<file path="config.mk">
export PLATFORM = sky130hd
export DESIGN_NAME = calc_ctrl
export DESIGN_NICKNAME = d
export VERILOG_FILES = /design/src/rtl/calc_ctrl.sv
export SDC_FILE = /design/constraint.sdc
export NUM_CORES = 1
export LEC_CHECK = 0
export CAP_MARGIN = 5
export CORE_UTILIZATION = 59
export DETAILED_ROUTE_END_ITERATION = 8
export PLACE_DENSITY = 0.83
export SYNTH_ARGS = -nofsm -noshare
export SYNTH_HDL_FRONTEND = slang
export SYNTH_SLANG_ARGS = --single-unit
</file>
<file path="constraint.sdc">
create_clock -name clk_ctrl -period 3 [get_ports clk_ctrl]
set_clock_uncertainty 0.2 [all_clocks]
set_input_delay 0.9 -clock clk_ctrl [delete_from_list [all_inputs] [get_ports clk_ctrl]]
set_output_delay 0.9 -clock clk_ctrl [all_outputs]
set_load 0.02 [all_outputs]
</file>
<file path="src/rtl/calc_ctrl.sv">
// Calculator operation sequencer: conditions switches/keys, walks A -> B -> op entry, starts the ALU and holds result/error.
// Key events arrive 2 + DEB_CYCLES + 1 cycles after a raw press; no backpressure, enters outside entry states are dropped.
module calc_ctrl #(
    parameter int DEB_CYCLES = 50000,
    parameter int TO_CYCLES  = 255
) (
    input  logic       clk_ctrl,
    input  logic       rst_n,
    input  logic [3:0] sw_n,
    input  logic [1:0] key_n,
    input  logic       alu_done,
    input  logic [7:0] alu_result,
    input  logic       alu_err,
    output logic [3:0] operand_a,
    output logic [3:0] operand_b,
    output logic [1:0] alu_op,
    output logic       alu_start,
    output logic [7:0] disp,
    output logic       err,
    output logic [2:0] state_led
);

    localparam int DW = $clog2(DEB_CYCLES + 1);
    localparam int TW = $clog2(TO_CYCLES + 1);
    localparam logic [DW-1:0] DEB_LAST = DW'(DEB_CYCLES - 1);
    localparam logic [TW-1:0] TO_LAST  = TW'(TO_CYCLES - 1);

    typedef enum logic [2:0] {
        S_A    = 3'd0,
        S_B    = 3'd1,
        S_OP   = 3'd2,
        S_EXEC = 3'd3,
        S_WAIT = 3'd4,
        S_SHOW = 3'd5,
        S_ERR  = 3'd6
    } state_t;

    state_t        state_q;
    state_t        state_d;
    logic [3:0]    sw_meta;
    logic [3:0]    sw_sync;
    logic [1:0]    key_meta;
    logic [1:0]    key_sync;
    logic [1:0]    key_acc;
    logic [1:0]    key_ev;
    logic [3:0]    sw_val;
    logic [7:0]    result_q;
    logic [TW-1:0] to_cnt;
    logic          enter_ev;
    logic          clear_ev;

    always_ff @(posedge clk_ctrl or negedge rst_n) begin
        if (!rst_n) begin
            sw_meta  <= 4'hF;
            sw_sync  <= 4'hF;
            key_meta <= 2'b11;
            key_sync <= 2'b11;
        end else begin
            sw_meta  <= sw_n;
            sw_sync  <= sw_meta;
            key_meta <= key_n;
            key_sync <= key_meta;
        end
    end

    assign sw_val = ~sw_sync;

    // Accepted level only moves after DEB_CYCLES consecutive cycles of disagreement.
    for (genvar k = 0; k < 2; k++) begin : g_deb
        logic [DW-1:0] deb_cnt;

        always_ff @(posedge clk_ctrl or negedge rst_n) begin
            if (!rst_n) begin
                deb_cnt    <= '0;
                key_acc[k] <= 1'b1;
                key_ev[k]  <= 1'b0;
            end else begin
                key_ev[k] <= 1'b0;
                if (key_sync[k] != key_acc[k]) begin
                    if (deb_cnt == DEB_LAST) begin
                        deb_cnt    <= '0;
                        key_acc[k] <= key_sync[k];
                        key_ev[k]  <= ~key_sync[k];
                    end else begin
                        deb_cnt <= deb_cnt + 1'b1;
                    end
                end else begin
                    deb_cnt <= '0;
                end
            end
        end
    end

    assign enter_ev = key_ev[0];
    assign clear_ev = key_ev[1];

    always_ff @(posedge clk_ctrl or negedge rst_n) begin
        if (!rst_n) begin
            state_q <= S_A;
        end else begin
            state_q <= state_d;
        end
    end

    always_comb begin
        state_d = state_q;
        case (state_q)
            S_A:    if (enter_ev) state_d = S_B;
            S_B:    if (enter_ev) state_d = S_OP;
            S_OP:   if (enter_ev) state_d = S_EXEC;
            S_EXEC: state_d = S_WAIT;
            S_WAIT: begin
                if (alu_done) begin
                    state_d = alu_err ? S_ERR : S_SHOW;
                end else if (to_cnt == TO_LAST) begin
                    state_d = S_ERR;
                end
            end
            S_SHOW: if (enter_ev) state_d = S_A;
            S_ERR:  if (enter_ev) state_d = S_A;
            default: state_d = S_A;
        endcase
        // Clear outranks any simultaneous enter.
        if (clear_ev) begin
            state_d = S_A;
        end
    end

    always_ff @(posedge clk_ctrl or negedge rst_n) begin
        if (!rst_n) begin
            operand_a <= '0;
            operand_b <= '0;
            alu_op    <= '0;
            result_q  <= '0;
            to_cnt    <= '0;
        end else if (clear_ev) begin
            operand_a <= '0;
            operand_b <= '0;
            alu_op    <= '0;
            result_q  <= '0;
            to_cnt    <= '0;
        end else begin
            case (state_q)
                S_A:    if (enter_ev) operand_a <= sw_val;
                S_B:    if (enter_ev) operand_b <= sw_val;
                S_OP:   if (enter_ev) alu_op <= sw_val[1:0];
                S_EXEC: to_cnt <= '0;
                S_WAIT: begin
                    to_cnt <= to_cnt + 1'b1;
                    if (alu_done && !alu_err) begin
                        result_q <= alu_result;
                    end
                end
                default: ;
            endcase
        end
    end

    always_comb begin
        disp = 8'h00;
        case (state_q)
            S_A, S_B: disp = {4'h0, sw_val};
            S_OP:     disp = {6'h0, sw_val[1:0]};
            S_SHOW:   disp = result_q;
            S_ERR:    disp = 8'hEE;
            default:  disp = 8'h00;
        endcase
    end

    assign alu_start = (state_q == S_EXEC);
    assign err       = (state_q == S_ERR);
    assign state_led = state_q;

endmodule

</file>
==> results.py <==
metrics = {
    "global_route": {
        "grt_overflow": 0,
        "grt_pass1_wl_um": 11500,
        "track_usage_pct": 23.5,
        "grt_start_max_net_pins": 44,
        "antenna_found_initial": 0,
        "grt_pass1_vias": 2589,
    },
    "timing": {
        "hold_viol_final": 0,
        "max_freq_ghz": 0.344,
        "drv_slew": 0,
        "finalCritPeriodShare_pct": 97.0,
        "tightestPinTransition_ns": 0.602,
        "fin_tns_setup_ns": 0,
        "rsz0062_at_grt": "no",
        "min_period_ns": 2.91,
        "slew_headroom_pct": 59.6,
        "finalSetupViolCount": 0,
    },
    "route": {
        "drt-initial-drc-count": 121,
        "ant_nets": 0,
        "first_pass_iters": 4,
        "wl_um": 7070,
        "routed_via_density": 5.76,
        "wl_per_cell_um": 14.5,
        "drc_errors": 0,
        "num_vias": 2801,
    },
    "die": {
        "die_x_um": 80.5,
        "rows": 28,
        "fp.dieH_um": 80.5,
        "core_area_um2": 5920,
        "start_util_pct": 61.5,
        "dieArea_um2": 6490,
        "ios": 41,
    },
    "yosys": {
        "syn_area_um2": 3640,
        "ys_types": 48,
        "syn_avg_cell_area_um2": 10.0,
        "yosys.area.top_type_share_pct": 43.3,
        "synth_nets": 386,
        "synth_area_leaders": "dfrtp_1 43%, dfstp_2 10%, nor2_1 7.2%",
        "synth.most_common_cell": "nor2_1",
        "yosys_warnings": 0,
        "synthFlopType": "dfrtp_1",
        "ys_top_cells_by_count": "70 x nor2_1, 63 x dfrtp_1, 24 x a21oi_1",
        "synth_top_cell_by_area": "dfrtp_1",
        "async_flop_share_pct": 100,
        "synthCells": 364,
        "synth-seq-cells": 77,
        "synth_edf_count": 0,
        "synth.yosys.seq_area_share_pct": 53.4,
    },
    "clock_tree": {
        "cts_setup_buffers": 0,
        "htree_levels": 3,
        "ctsHoldBuffers": 0,
        "cts_buffers": 9,
        "cts_tree": "done",
        "numClockSinks": 77,
        "ctsResizeCount": 9,
        "cts.clk_slew.worst_paths_ns": 0.08,
        "worstSkewPairLatency_ns": 0.35,
        "cts_root_buffer": "clkbuf_8",
        "clockBufferDepth": 2,
    },
    "outcome": {
        "outcome": "complete, no violations",
    },
    "worst_setup_path": {
        "reg2reg_slack_ns": 0.95,
        "ff2ff_path_depth": 4,
        "worst-endpoint-required_ns": 1.90,
        "crit_type": "register to output port",
        "critPathMaxFanout": 12,
        "endpoint_kind": "output port",
        "reg2reg_from": "state_led[1]",
        "reg2reg_to": "state_led[0]",
        "worstPathArrival_ns": 1.81,
        "start_kind": "register",
    },
    "run": {
        "cap_violations": 0,
    },
    "pwr": {
        "p_per_area_nw_per_um2": 653,
        "vdd_ir_drop_max_uv": 509,
        "power.leakage_nw": 1.86,
    },
    "worst_hold_path": {
        "min-delay-start": "sw_meta[3]",
        "hold_depth": 0,
        "min_to": "sw_sync[3]",
        "min_path_type": "register to register",
    },
    "placement": {
        "gp_congestion": 0.918,
        "port_buffers": 40,
        "place_hpwl_um": 4940,
    },
    "finish": {
        "areaGrowthSynthToFinish_pct": 18.5,
        "drive_gt1_share_pct": 12.9,
        "n_antenna_cell": 0,
        "post-route-util_pct": 72.8,
        "nets": 428,
    },
}
==> power by group <==
group / switching, W / leakage (nW) / total [W] / internal, W
clock network: 0.000401 / 0.0906 / 0.000711 / 0.000310
logic: 0.000456 / 0.771 / 0.000821 / 0.000365
registers: 0.000128 / 0.996 / 0.00128 / 0.00116
==> critical path, stage by stage, from the launching register on <==
cell and delay, ns:
dfrtp_2 0.47, nor2b_2 0.23, and3_1 0.17, clkdlybuf4s50_1 0.59
==> worst max path at each step <==
stage	startpoint	endpoint
2_1_floorplan	state_led[0]	disp[1]
3_3_place_gp	state_led[1]	disp[2]
3_5_place_dp	state_led[1]	disp[2]
4_1_cts	state_led[0]	disp[5]
5_1_grt	state_led[2]	disp[4]
6_report	state_led[2]	disp[4]
==> per-stage QoR <==
step	total power, W	instance area [µm²]	hold slack (ns)	instances	setup slack [ns]
floorplan	0.00180	3640	0.145	364	0.175
global placement	0.00209	4110	0.146	470	0.235
detailed placement	0.00213	4110	0.147	470	0.167
CTS	0.00282	4290	0.160	486	0.00833
global route	0.00297	4310	0.164	486	0.00716
finish	0.00282	4310	0.158	486	0.0892
==> metal layers <==
metal  vias up  wire (µm)  global-route usage, %
li1       1366          -                      -
met1      1329       3070                   29.7
met2        91       3470                   38.5
met3        15        374                   3.64
met4         0        155                   12.9
met5         -          0                      0
==> kinds of logic after synthesis <==
group,share of synthesized area (%)
compound gates,9.11
fa+ha+maj,1.38
xor+xnor,6.50
simple gates,22.3
buf+inv,3.33
mux,3.95
flops,53.4
==> final cells by class <==
cell class | count | area [µm²]
Clock buffer | 9 | 124
Clock inverter | 7 | 56.3
Fill cell | 438 | 1610
Inverter | 12 | 45.0
Multi-Input combinational cell | 260 | 1590
Sequential cell | 77 | 1950
Tap cell | 75 | 93.8
Timing Repair Buffer | 46 | 459
==> registers in the layout, summed over array words and instances, names as in the netlist <==
register	flops
operand_b	4
g_deb.deb_cnt	32
key_meta	2
state_led	3
sw_meta	4
result_q	8
key_acc	2
alu_op	2
operand_a	4
key_sync	2
enter_ev	1
sw_sync	4
clear_ev	1
to_cnt	8
==> placed cells by master (no fill, tap or decap), types with 2 or more instances in the layout <==
cell type / Yosys / layout
a21oi_1: 24 / 24
a31o_2: 3 / 3
a31oi_1: 2 / 2
and2_1: 2 / 2
and3_1: 6 / 6
and4_1: 2 / 2
buf_4: 0 / 6
clkbuf_8: 0 / 9
clkdlybuf4s50_1: 0 / 30
clkinv_4: 0 / 2
dfrtp_1: 63 / 60
dfrtp_2: 0 / 3
dfstp_2: 14 / 14
dlygate4sd2_1: 0 / 5
dlymetal6s2s_1: 0 / 4
ha_1: 4 / 4
inv_1: 11 / 11
inv_6: 0 / 3
mux2_2: 3 / 3
mux2i_1: 11 / 11
nand2_1: 14 / 14
nand2b_1: 4 / 4
nand3_1: 11 / 11
nand4_1: 16 / 16
nand4bb_1: 2 / 2
nor2_1: 70 / 69
nor3_1: 10 / 10
nor3b_1: 2 / 2
nor4_1: 8 / 8
nor4bb_1: 2 / 2
o21ai_0: 15 / 15
o22ai_1: 3 / 3
xnor2_1: 20 / 20
xor2_1: 7 / 7
Note: power is estimated with default switching activity, not from simulation.
